**config.mk**
```make
export PLATFORM = sky130hd
export DESIGN_NAME = ps2_rx_sequencer
export DESIGN_NICKNAME = d
export VERILOG_FILES = /design/src/rtl/ps2_pkg.sv /design/src/rtl/ps2_rx_fifo.sv /design/src/rtl/ps2_rx_sequencer.sv
export SDC_FILE = /design/constraint.sdc
export NUM_CORES = 1
export LEC_CHECK = 0
export ABC_AREA = 1
export BUFFER_PORTS_ARGS = -buffer_cell sky130_fd_sc_hd__buf_2
export CORE_MARGIN = 4
export CORE_UTILIZATION = 25
export DETAILED_ROUTE_END_ITERATION = 10
export HOLD_SLACK_MARGIN = 0.02
export PLACE_DENSITY = 0.41
export RECOVER_POWER = 25
export SLEW_MARGIN = 20
export SYNTH_ARGS = -nofsm -noshare
export SYNTH_HDL_FRONTEND = slang
export SYNTH_HIERARCHICAL = 1
export SYNTH_SLANG_ARGS = --single-unit
```
**constraint.sdc**
```tcl
create_clock -name clk -period 2.6 [get_ports clk]
set_clock_uncertainty 0.2 [all_clocks]
set_input_delay 0.13 -clock clk [delete_from_list [all_inputs] [get_ports clk]]
set_output_delay 0.13 -clock clk [all_outputs]
set_load 0.005 [all_outputs]
```
**src/rtl/ps2_pkg.sv**
```systemverilog
// Shared PS/2 receive definitions: FSM state encoding, frame geometry and the
// odd-parity helper used by both the receiver and its bench.
package ps2_pkg;

   typedef enum logic [1:0] {
      IDLE   = 2'd0,
      DATA   = 2'd1,
      PARITY = 2'd2,
      STOP   = 2'd3
   } ps2_state_e;

   localparam int PS2_FRAME_BITS = 11;
   localparam int PS2_DATA_BITS  = 8;

   // Parity bit a device sends so that data plus parity holds an odd number of ones.
   function automatic logic ps2_odd_parity(input logic [PS2_DATA_BITS-1:0] b);
      return ~(^b);
   endfunction

endpackage

```
**src/rtl/ps2_rx_fifo.sv**
```systemverilog
// Synchronous show-ahead FIFO for received bytes; a push into a full FIFO is
// accepted only when a pop happens in the same cycle.
module ps2_rx_fifo #(
   parameter int DEPTH = 4,
   parameter int WIDTH = 8,
   localparam int AW   = $clog2(DEPTH),
   localparam int CW   = AW + 1
) (
   input  logic             clk,
   input  logic             reset,
   input  logic             push_i,
   input  logic [WIDTH-1:0] din_i,
   input  logic             pop_i,
   output logic [WIDTH-1:0] dout_o,
   output logic             full_o,
   output logic             empty_o,
   output logic [CW-1:0]    count_o
);

   logic [WIDTH-1:0] mem_q [DEPTH];
   logic [AW-1:0]    wr_q;
   logic [AW-1:0]    rd_q;
   logic [CW-1:0]    count_q;
   logic             push_ok;
   logic             pop_ok;

   assign full_o  = (count_q == CW'(DEPTH));
   assign empty_o = (count_q == '0);
   assign count_o = count_q;
   assign dout_o  = mem_q[rd_q];
   assign pop_ok  = pop_i & ~empty_o;
   assign push_ok = push_i & (~full_o | pop_ok);

   always_ff @(posedge clk or posedge reset) begin
      if (reset) begin
         for (int i = 0; i < DEPTH; i++) begin
            mem_q[i] <= '0;
         end
         wr_q    <= '0;
         rd_q    <= '0;
         count_q <= '0;
      end else begin
         if (push_ok) begin
            mem_q[wr_q] <= din_i;
            wr_q        <= wr_q + AW'(1);
         end
         if (pop_ok) begin
            rd_q <= rd_q + AW'(1);
         end
         count_q <= count_q + CW'(push_ok) - CW'(pop_ok);
      end
   end

endmodule

```
**src/rtl/ps2_rx_sequencer.sv**
```systemverilog
// PS/2 host receiver: pin synchronisers, frame FSM with framing/parity/timeout
// checks, and a byte FIFO. Optional clock inhibit under `PS2_INHIBIT_EN.
module ps2_rx_sequencer
   import ps2_pkg::*;
#(
   parameter int SYNC_STAGES    = 2,
   parameter int TIMEOUT_CYCLES = 2000,
   parameter int FIFO_DEPTH     = 4
) (
   input  logic       clk,
   input  logic       reset,
   input  logic       ps2_clk,
   input  logic       ps2_dat,
   output logic       ps2_clk_oe,
   output logic [7:0] rx_data,
   output logic       rx_valid,
   input  logic       rx_ready,
   output logic       err_frame,
   output logic       err_parity,
   output logic       err_timeout,
   output logic       overflow,
   output logic       busy
);

   localparam int TW = $clog2(TIMEOUT_CYCLES);
   localparam int CW = $clog2(FIFO_DEPTH) + 1;

   logic [SYNC_STAGES-1:0]   clk_sync_q;
   logic [SYNC_STAGES-1:0]   dat_sync_q;
   logic                     clk_prev_q;
   logic                     fall_q;
   logic                     bit_q;
   logic                     fall_eff;

   ps2_state_e               state_q;
   logic [2:0]               bitcnt_q;
   logic [PS2_DATA_BITS-1:0] shreg_q;
   logic                     par_ok_q;
   logic [TW-1:0]            tmo_q;
   logic                     tmo_hit;
   logic                     err_frame_q;
   logic                     err_parity_q;
   logic                     err_timeout_q;
   logic                     overflow_q;

   logic                     push_req;
   logic                     fifo_pop;
   logic                     fifo_full;
   logic                     fifo_empty;
   logic [CW-1:0]            fifo_count;

   // Sync flops reset high so a pin idling high never looks like a fall out of reset.
   always_ff @(posedge clk or posedge reset) begin
      if (reset) begin
         clk_sync_q <= '1;
         dat_sync_q <= '1;
         clk_prev_q <= 1'b1;
         fall_q     <= 1'b0;
         bit_q      <= 1'b0;
      end else begin
         clk_sync_q <= {clk_sync_q[SYNC_STAGES-2:0], ps2_clk};
         dat_sync_q <= {dat_sync_q[SYNC_STAGES-2:0], ps2_dat};
         clk_prev_q <= clk_sync_q[SYNC_STAGES-1];
         fall_q     <= clk_prev_q & ~clk_sync_q[SYNC_STAGES-1];
         bit_q      <= dat_sync_q[SYNC_STAGES-1];
      end
   end

`ifdef PS2_INHIBIT_EN
   localparam int HW = $clog2(SYNC_STAGES + 2);

   logic          oe_q;
   logic [HW-1:0] hold_q;

   // After release the synchronisers still carry the held-low clock; mask that tail.
   always_ff @(posedge clk or posedge reset) begin
      if (reset) begin
         oe_q   <= 1'b0;
         hold_q <= '0;
      end else if (oe_q) begin
         if (fifo_count < CW'(FIFO_DEPTH - 1)) begin
            oe_q   <= 1'b0;
            hold_q <= HW'(SYNC_STAGES + 1);
         end
      end else if ((state_q == IDLE) && (fifo_count >= CW'(FIFO_DEPTH - 1))) begin
         oe_q <= 1'b1;
      end else if (hold_q != '0) begin
         hold_q <= hold_q - HW'(1);
      end
   end

   assign fall_eff   = fall_q & ~oe_q & (hold_q == '0);
   assign ps2_clk_oe = oe_q;
`else
   logic unused_count;

   assign unused_count = ^fifo_count;
   assign fall_eff     = fall_q;
   assign ps2_clk_oe   = 1'b0;
`endif

   assign tmo_hit  = (state_q != IDLE) && (tmo_q == TW'(TIMEOUT_CYCLES - 1));
   assign push_req = (state_q == STOP) & fall_eff & bit_q & par_ok_q & ~tmo_hit;
   assign fifo_pop = ~fifo_empty & rx_ready;

   always_ff @(posedge clk or posedge reset) begin
      if (reset) begin
         state_q       <= IDLE;
         bitcnt_q      <= '0;
         shreg_q       <= '0;
         par_ok_q      <= 1'b0;
         tmo_q         <= '0;
         err_frame_q   <= 1'b0;
         err_parity_q  <= 1'b0;
         err_timeout_q <= 1'b0;
         overflow_q    <= 1'b0;
      end else begin
         err_frame_q   <= 1'b0;
         err_parity_q  <= 1'b0;
         err_timeout_q <= 1'b0;
         overflow_q    <= push_req & fifo_full & ~fifo_pop;
         if (state_q == IDLE) begin
            tmo_q <= '0;
            if (fall_eff) begin
               if (bit_q) begin
                  err_frame_q <= 1'b1;
               end else begin
                  state_q  <= DATA;
                  bitcnt_q <= '0;
               end
            end
         end else if (tmo_hit) begin
            // Timeout wins over a coincident fall; the partial byte is dropped.
            err_timeout_q <= 1'b1;
            state_q       <= IDLE;
            tmo_q         <= '0;
         end else if (fall_eff) begin
            tmo_q <= '0;
            case (state_q)
               DATA: begin
                  shreg_q  <= {bit_q, shreg_q[PS2_DATA_BITS-1:1]};
                  bitcnt_q <= bitcnt_q + 3'd1;
                  if (bitcnt_q == 3'd7) begin
                     state_q <= PARITY;
                  end
               end
               PARITY: begin
                  par_ok_q <= (^shreg_q) ^ bit_q;
                  state_q  <= STOP;
               end
               default: begin
                  state_q <= IDLE;
                  if (!bit_q) begin
                     err_frame_q <= 1'b1;
                  end else if (!par_ok_q) begin
                     err_parity_q <= 1'b1;
                  end
               end
            endcase
         end else begin
            tmo_q <= tmo_q + TW'(1);
         end
      end
   end

   ps2_rx_fifo #(
      .DEPTH (FIFO_DEPTH),
      .WIDTH (PS2_DATA_BITS)
   ) u_fifo (
      .clk     (clk),
      .reset   (reset),
      .push_i  (push_req),
      .din_i   (shreg_q),
      .pop_i   (fifo_pop),
      .dout_o  (rx_data),
      .full_o  (fifo_full),
      .empty_o (fifo_empty),
      .count_o (fifo_count)
   );

   assign rx_valid    = ~fifo_empty;
   assign err_frame   = err_frame_q;
   assign err_parity  = err_parity_q;
   assign err_timeout = err_timeout_q;
   assign overflow    = overflow_q;
   assign busy        = (state_q != IDLE);

endmodule

```
# Yosys cells after proc, flatten, opt, wreduce, memory -nomap -nowiden
# Cells that the tools add are included.
[op_classes] mux=37 order_cmp=3 n_addsub=6 n_reduce_logical=13 n_eq_ne=10 bitwise_logic=20
[ops] cell="$mux 11" n=3
[ops] cell="$bwmux 32" n=1
[ops] cell="$mux 8" n=3
[ops] cell="$mux 3" n=6
[ops] cell="$bmux 8 s2" n=1
[ops] cell="$demux 8 s2" n=1
[ops] cell="$mux 1" n=15
[ops] cell="$mux 2" n=6
[ops] cell="$reduce_and 4->1" n=3
[ops] cell="$add 11x1->11 const B" n=1
[ops] cell="$eq 11x11->1 const B" n=1
[ops] cell="$and 1x1->1" n=10
[ops] cell="$reduce_xor 8->1" n=1
[ops] cell="$eq 3x3->1 const B" n=2
[ops] cell="$ge 3x3->1 const B" n=2
[ops] cell="$not 1->1" n=6
[ops] cell="$not 2->3" n=2
[ops] cell="$reduce_bool 2->1" n=3
[ops] cell="$reduce_and 5->1" n=1
[ops] cell="$add 2x1->2 const B" n=2
[ops] cell="$eq 2x2->1 const B" n=2
[ops] cell="$ne 2x2->1 const B" n=2
[ops] cell="$ne 4x4->1 const B" n=1
[ops] cell="$pmux 2 s2" n=1
[ops] cell="12 further kinds" n=13
[totals] elab_cells=110 register_bits=75 in_bits=5 output_inout_bits=15

# Longest topological paths before layout
[logic_depth] ltp_word=8 ltp_mapped=13

# By module
# Netlist, hierarchy kept.
[by_module_without_submodules] mod="ps2_rx_fifo" cells_each=234 instances=1 area_each_um2=1985.7 seq_area_each_um2=975.9
[by_module_without_submodules] mod="ps2_rx_sequencer" cells_each=213 instances=1 area_each_um2=1881.8 seq_area_each_um2=907.1

# Least setup slack after synthesis
# OpenSTA, ideal clock, no wires.
[synth_timing] kind="reg2reg" from="register state_q[0]" to="register u_fifo.count_q[2] (netlist: u_fifo/count_o[2])" required_time_ns=2.278 path_stages_with_launch=14 setup_ns=0.122 arrival_ns=2.425 setup_slack_ns=-0.147 period_less_slack_ns=2.747 path_cell_list="dfrtp_1 > inv_1 > ha_1 > inv_2 > nand4_2 > nand4_1 > inv_1 > buf_4 > nand2_1 > ha_1 > inv_1 > ha_1 > fa_1 > xnor2_1"
[synth_via] word_cells_on_any_way=11 cone_classes="add/sub (2); eq/ne (1); bitwise (6); reduce/logical (2)"
[synth_lines] item="start: declaration" line_no="ps2_rx_sequencer.sv:35" rtl="ps2_state_e state_q;"
[synth_lines] item="start signal: assignment" line_no="ps2_rx_sequencer.sv:108" rtl="state_q <= IDLE;"
[synth_lines] item="start signal: assignment" line_no="ps2_rx_sequencer.sv:128" rtl="state_q <= DATA;"
[synth_lines] item="start signal: assignment" line_no="ps2_rx_sequencer.sv:135" rtl="state_q <= IDLE;"
[synth_lines] item="$reduce_bool 2->1"
[synth_lines] item="net busy" line_no="ps2_rx_sequencer.sv:22" rtl="output logic busy"
[synth_lines] item="$logic_and 1x1->1" line_no="ps2_rx_sequencer.sv:102" rtl="assign tmo_hit = (state_q != IDLE) && (tmo_q == TW'(TIMEOUT_CYCLES - 1));"
[synth_lines] item="$not 1->1 (no line)"
[synth_lines] item="$and 1x1->1" line_no="ps2_rx_sequencer.sv:103" rtl="assign push_req = (state_q == STOP) & fall_eff & bit_q & par_ok_q & ~tmo_hit;"
[synth_lines] item="net push_req" line_no="ps2_rx_sequencer.sv:46" rtl="logic push_req;"
[synth_lines] item="$and 1x1->1" line_no="ps2_rx_fifo.sv:32" rtl="assign push_ok = push_i & (~full_o | pop_ok);"
[synth_lines] item="$add 3x1->3" line_no="ps2_rx_fifo.sv:50" rtl="count_q <= count_q + CW'(push_ok) - CW'(pop_ok);"
[synth_lines] item="$sub 3x1->3" line_no="ps2_rx_fifo.sv:50"
[synth_lines] item="end signal: assignment" line_no="ps2_rx_fifo.sv:50"
[synth_lines] item="end: declaration" line_no="ps2_rx_fifo.sv:23" rtl="logic [CW-1:0] count_q;"
# The timed path passes the listed nets, and every way through them passes these cells.
# A chain may end at the register's enable or synchronous reset.

# Worst setup path after layout
[layout_timing] from="register tmo_q[0]" to="register u_fifo.count_q[2] (netlist: u_fifo/count_o[2])"
[layout_via] elab_chain_cells=7
[layout_rtl] item="start: declaration" line_no="ps2_rx_sequencer.sv:39" rtl="logic [TW-1:0] tmo_q;"
[layout_rtl] item="start signal: assignment" line_no="ps2_rx_sequencer.sv:161" rtl="tmo_q <= tmo_q + TW'(1);"
[layout_rtl] item="$eq 11x11->1" line_no="ps2_rx_sequencer.sv:102"
[layout_rtl] item="$logic_and 1x1->1" line_no="ps2_rx_sequencer.sv:102"
[layout_rtl] item="$not 1->1 (no line)"
[layout_rtl] item="$and 1x1->1" line_no="ps2_rx_sequencer.sv:103"
[layout_rtl] item="net push_req" line_no="ps2_rx_sequencer.sv:46"
[layout_rtl] item="$and 1x1->1" line_no="ps2_rx_fifo.sv:32"
[layout_rtl] item="$add 3x1->3" line_no="ps2_rx_fifo.sv:50"
[layout_rtl] item="$sub 3x1->3" line_no="ps2_rx_fifo.sv:50"
# The timed path passes the listed nets, and every way through them passes these cells.

==> reports/results.ini <==
[status]
status = finished, final reports clean

[floorplan]
row_count = 45
dieArea_mm2 = 0.0175
start_util = 0.254
core_mm2 = 0.0152
dieHeight_um = 132
io_pins = 20
die_w_um = 132

[synthesis]
avgSynthCellArea_um2 = 8.65
syn_area_mm2 = 0.00387
yosysUniqueCellTypes = 36
synth.top_cell.area_share = 0.453
ys_ff_latch = 75
seq_area_frac_synth = 0.487
ys_warn_count = 6
synth_edf_count = 0
yosysTopAreaCell = dfrtp_1
synth_ff_type = dfrtp_1
synth_cells = 447
syn_nets = 467
ys_async_sr_fraction = 1.00
synth_area_leaders = dfrtp_1 (45%), nand2_1 (13%), nand4_1 (5.5%), ha_1 (4.5%), inv_1 (4.1%)

[placement]
gp_congestion = 0.762
io_buffers = 18
placed_cell_area_mm2 = 0.00418
place.detailed.hpwl_um = 5860

[setup_path]
cp.required_ns = 2.63
end_kind = flop
path_class = flop to flop
crit_fanout = 3
cp.arrival_ns = 2.45
startpoint_type = flop

[final_layout]
fin_area_mm2 = 0.00452
areaGrowthSynthToFinish_pct = 17.0
register_area_mm2 = 0.00188
antenna_cells = 0
drive_above_1_share = 0.185
multi_input_area_mm2 = 0.00170
fillers = 1616
nets = 495

[sta]
finalMaxSlewViolations = 0
setup_viol = 0
rsz0062_at_grt = false
fmax_mhz = 412
setup_tns_ns = 0
finalCritPeriodShare = 0.933
finalHoldViolations = 0
min_period_ns = 2.43
slew_headroom = 0.377
worstMarginPinSlew_ns = 0.935

[clocking]
cts_buffers = 9
ctsHtreeMaxLevel = 3
cts-root-buf = clkbuf_16
clkLatencyLatePin_ns = 0.34
path_clk_slew_ns = 0.06
clock_sinks = 75
cts_tree = done
clk_path_buf_depth = 2

[detailed_routing]
first_iter_violations = 201
via_per_inst = 4.39
totalWireLength_um = 8780
vias = 2933
first_pass_iters = 4
routedWlPerCell_um = 13.1
drcViolationCount = 0
drtAntennaViolNets = 0

[global_route]
grt_usage = 0.110
grt_pass1_vias = 2907
antenna_found_initial = 0
grt_pass1_wl_um = 15300
gr-total-overflow = 0
grt_max_degree = 40

[pwr]
ir_drop_mv = 0.356
power_density_mw_per_mm2 = 915
p_leak_uw = 0.00227

[min_path]
hold_path_class = primary input to flop

[flow_run]
maxCapViolCount = 0

-- cell families (layout without fill, tap and decap cells) --
kind of cell,Yosys count,after routing,synth area share
AOI/OAI and AO/OA,50,50,0.0764
xor gates and xnor gates,5,5,0.0113
adders and majority gates,15,15,0.0505
buffers and inverters,63,96,0.0783
DFF,75,75,0.487
other,1,1,0.000970
and+or+nand+nor,238,238,0.296
-- metrics by stage --
| step | hold slack, ns | worst slack (ns) | cells | power, uW | util |
|---|---|---|---|---|---|
| floorplan | -0.0655 | 0.00231 | 447 | 2450 | - |
| global placement | 0.0344 | 0.182 | 649 | 2830 | 0.275 |
| detailed placement | 0.0372 | 0.135 | 649 | 2840 | 0.275 |
| CTS | 0.0477 | 0.124 | 668 | 4220 | 0.298 |
| global route | 0.0816 | 0.00352 | 668 | 4510 | 0.298 |
| finish | 0.0495 | 0.174 | 668 | 4140 | 0.298 |
-- cell type report --
| cell class | count | area share |
|---|---|---|
| clock buffers | 9 | 0.0498 |
| clock inverters | 7 | 0.0202 |
| inverters | 45 | 0.0373 |
| multi-input cells | 309 | 0.375 |
| flip-flops and latches | 75 | 0.416 |
| well taps | 188 | 0.0520 |
| repair buffers | 35 | 0.0492 |
-- routing by layer --
layer | GRT usage | wire (um) | vias to the layer above
met4 | 0.0468 | 161 | 0
met5 | 0 | 0 | -
met2 | 0.176 | 4160 | 37
li1 | - | - | 1519
met1 | 0.138 | 4130 | 1367
met3 | 0.0328 | 330 | 10
-- cells in the final DEF, fill, tap and decap left out, types with 4 or more instances in the layout --
cell type,count
buf_4,13
o22ai_1,8
nand2_1,136
nor2_4,4
clkbuf_16,9
inv_1,40
dfstp_2,4
nand4_1,34
dfrtp_1,70
ha_1,13
o21ai_0,27
inv_2,5
nand3_1,13
nor2_1,32
o21ai_2,9
nand2_2,4
buf_2,18
-- worst paths after layout --
check                              start           endpoint  slack, ns  cells past startpoint
hold / removal                  rx_ready     u_fifo/rd_q[0]       0.05                      5
setup reg to reg                tmo_q[0]  u_fifo/count_o[2]       0.17                     12
setup / recovery                tmo_q[0]  u_fifo/count_o[2]       0.17                     12
min in group asynchronous          reset  u_fifo/count_o[2]       0.27                      4
max in group asynchronous          reset           tmo_q[3]       1.19                      4
hold reg to reg            dat_sync_q[0]      dat_sync_q[1]       0.16                      0
-- cell usage after synthesis (2+ instances only) --
library cell and instances:
nand2_1 137, dfrtp_1 70, inv_1 42, nand4_1 34, nor2_1 32, o21ai_0 27, ha_1 14, nand3_1 13
o21ai_2 9, o22ai_1 8, buf_2 7, dfstp_2 5, buf_6 4, nor2_4 4, a21oi_1 3, buf_4 3
inv_2 3, nand2_2 3, nand3_2 3, xor2_1 3, buf_1 2, nand3_4 2, nand4_2 2, nor3b_2 2
o21ai_1 2, or2_2 2, xnor2_1 2
-- flip-flops by register name, summed over array words and instances, names as in the netlist --
| register | count |
|---|---|
| u_fifo/mem_q | 32 |
| u_fifo/wr_q | 2 |
| shreg_q | 8 |
| err_frame | 1 |
| u_fifo/count_o | 3 |
| u_fifo/rd_q | 2 |
| overflow | 1 |
| tmo_q | 11 |
| par_ok_q | 1 |
| dat_sync_q | 2 |
| err_timeout | 1 |
| state_q | 2 |
| clk_sync_q | 2 |
| err_parity | 1 |
| clk_prev_q | 1 |
| fall_eff | 1 |
| bitcnt_q | 3 |
| bit_q | 1 |
-- report_power, final --
part	internal (uW)	switching (uW)
Sequential	1310	176
Combinational	514	794
Clock	838	509
-- critical path, stage by stage (launching register included) --
cell	delay (ns)
dfrtp_1	0.38
ha_1	0.22
nand2_2	0.10
nor2_4	0.04
nand4_2	0.09
nand4_1	0.11
inv_1	0.09
nand2_1	0.09
ha_1	0.28
inv_1	0.04
ha_1	0.18
fa_1	0.37
xnor2_1	0.13
-- repair_timing --
item	CTS	global route
gates resized for setup	0	1
endpoints found under the hold margin	72	0
setup buffers	0	0
endpoints found under the setup margin	0	1
hold buffers	3	0
No activity file was read; power rests on OpenSTA's default activity.
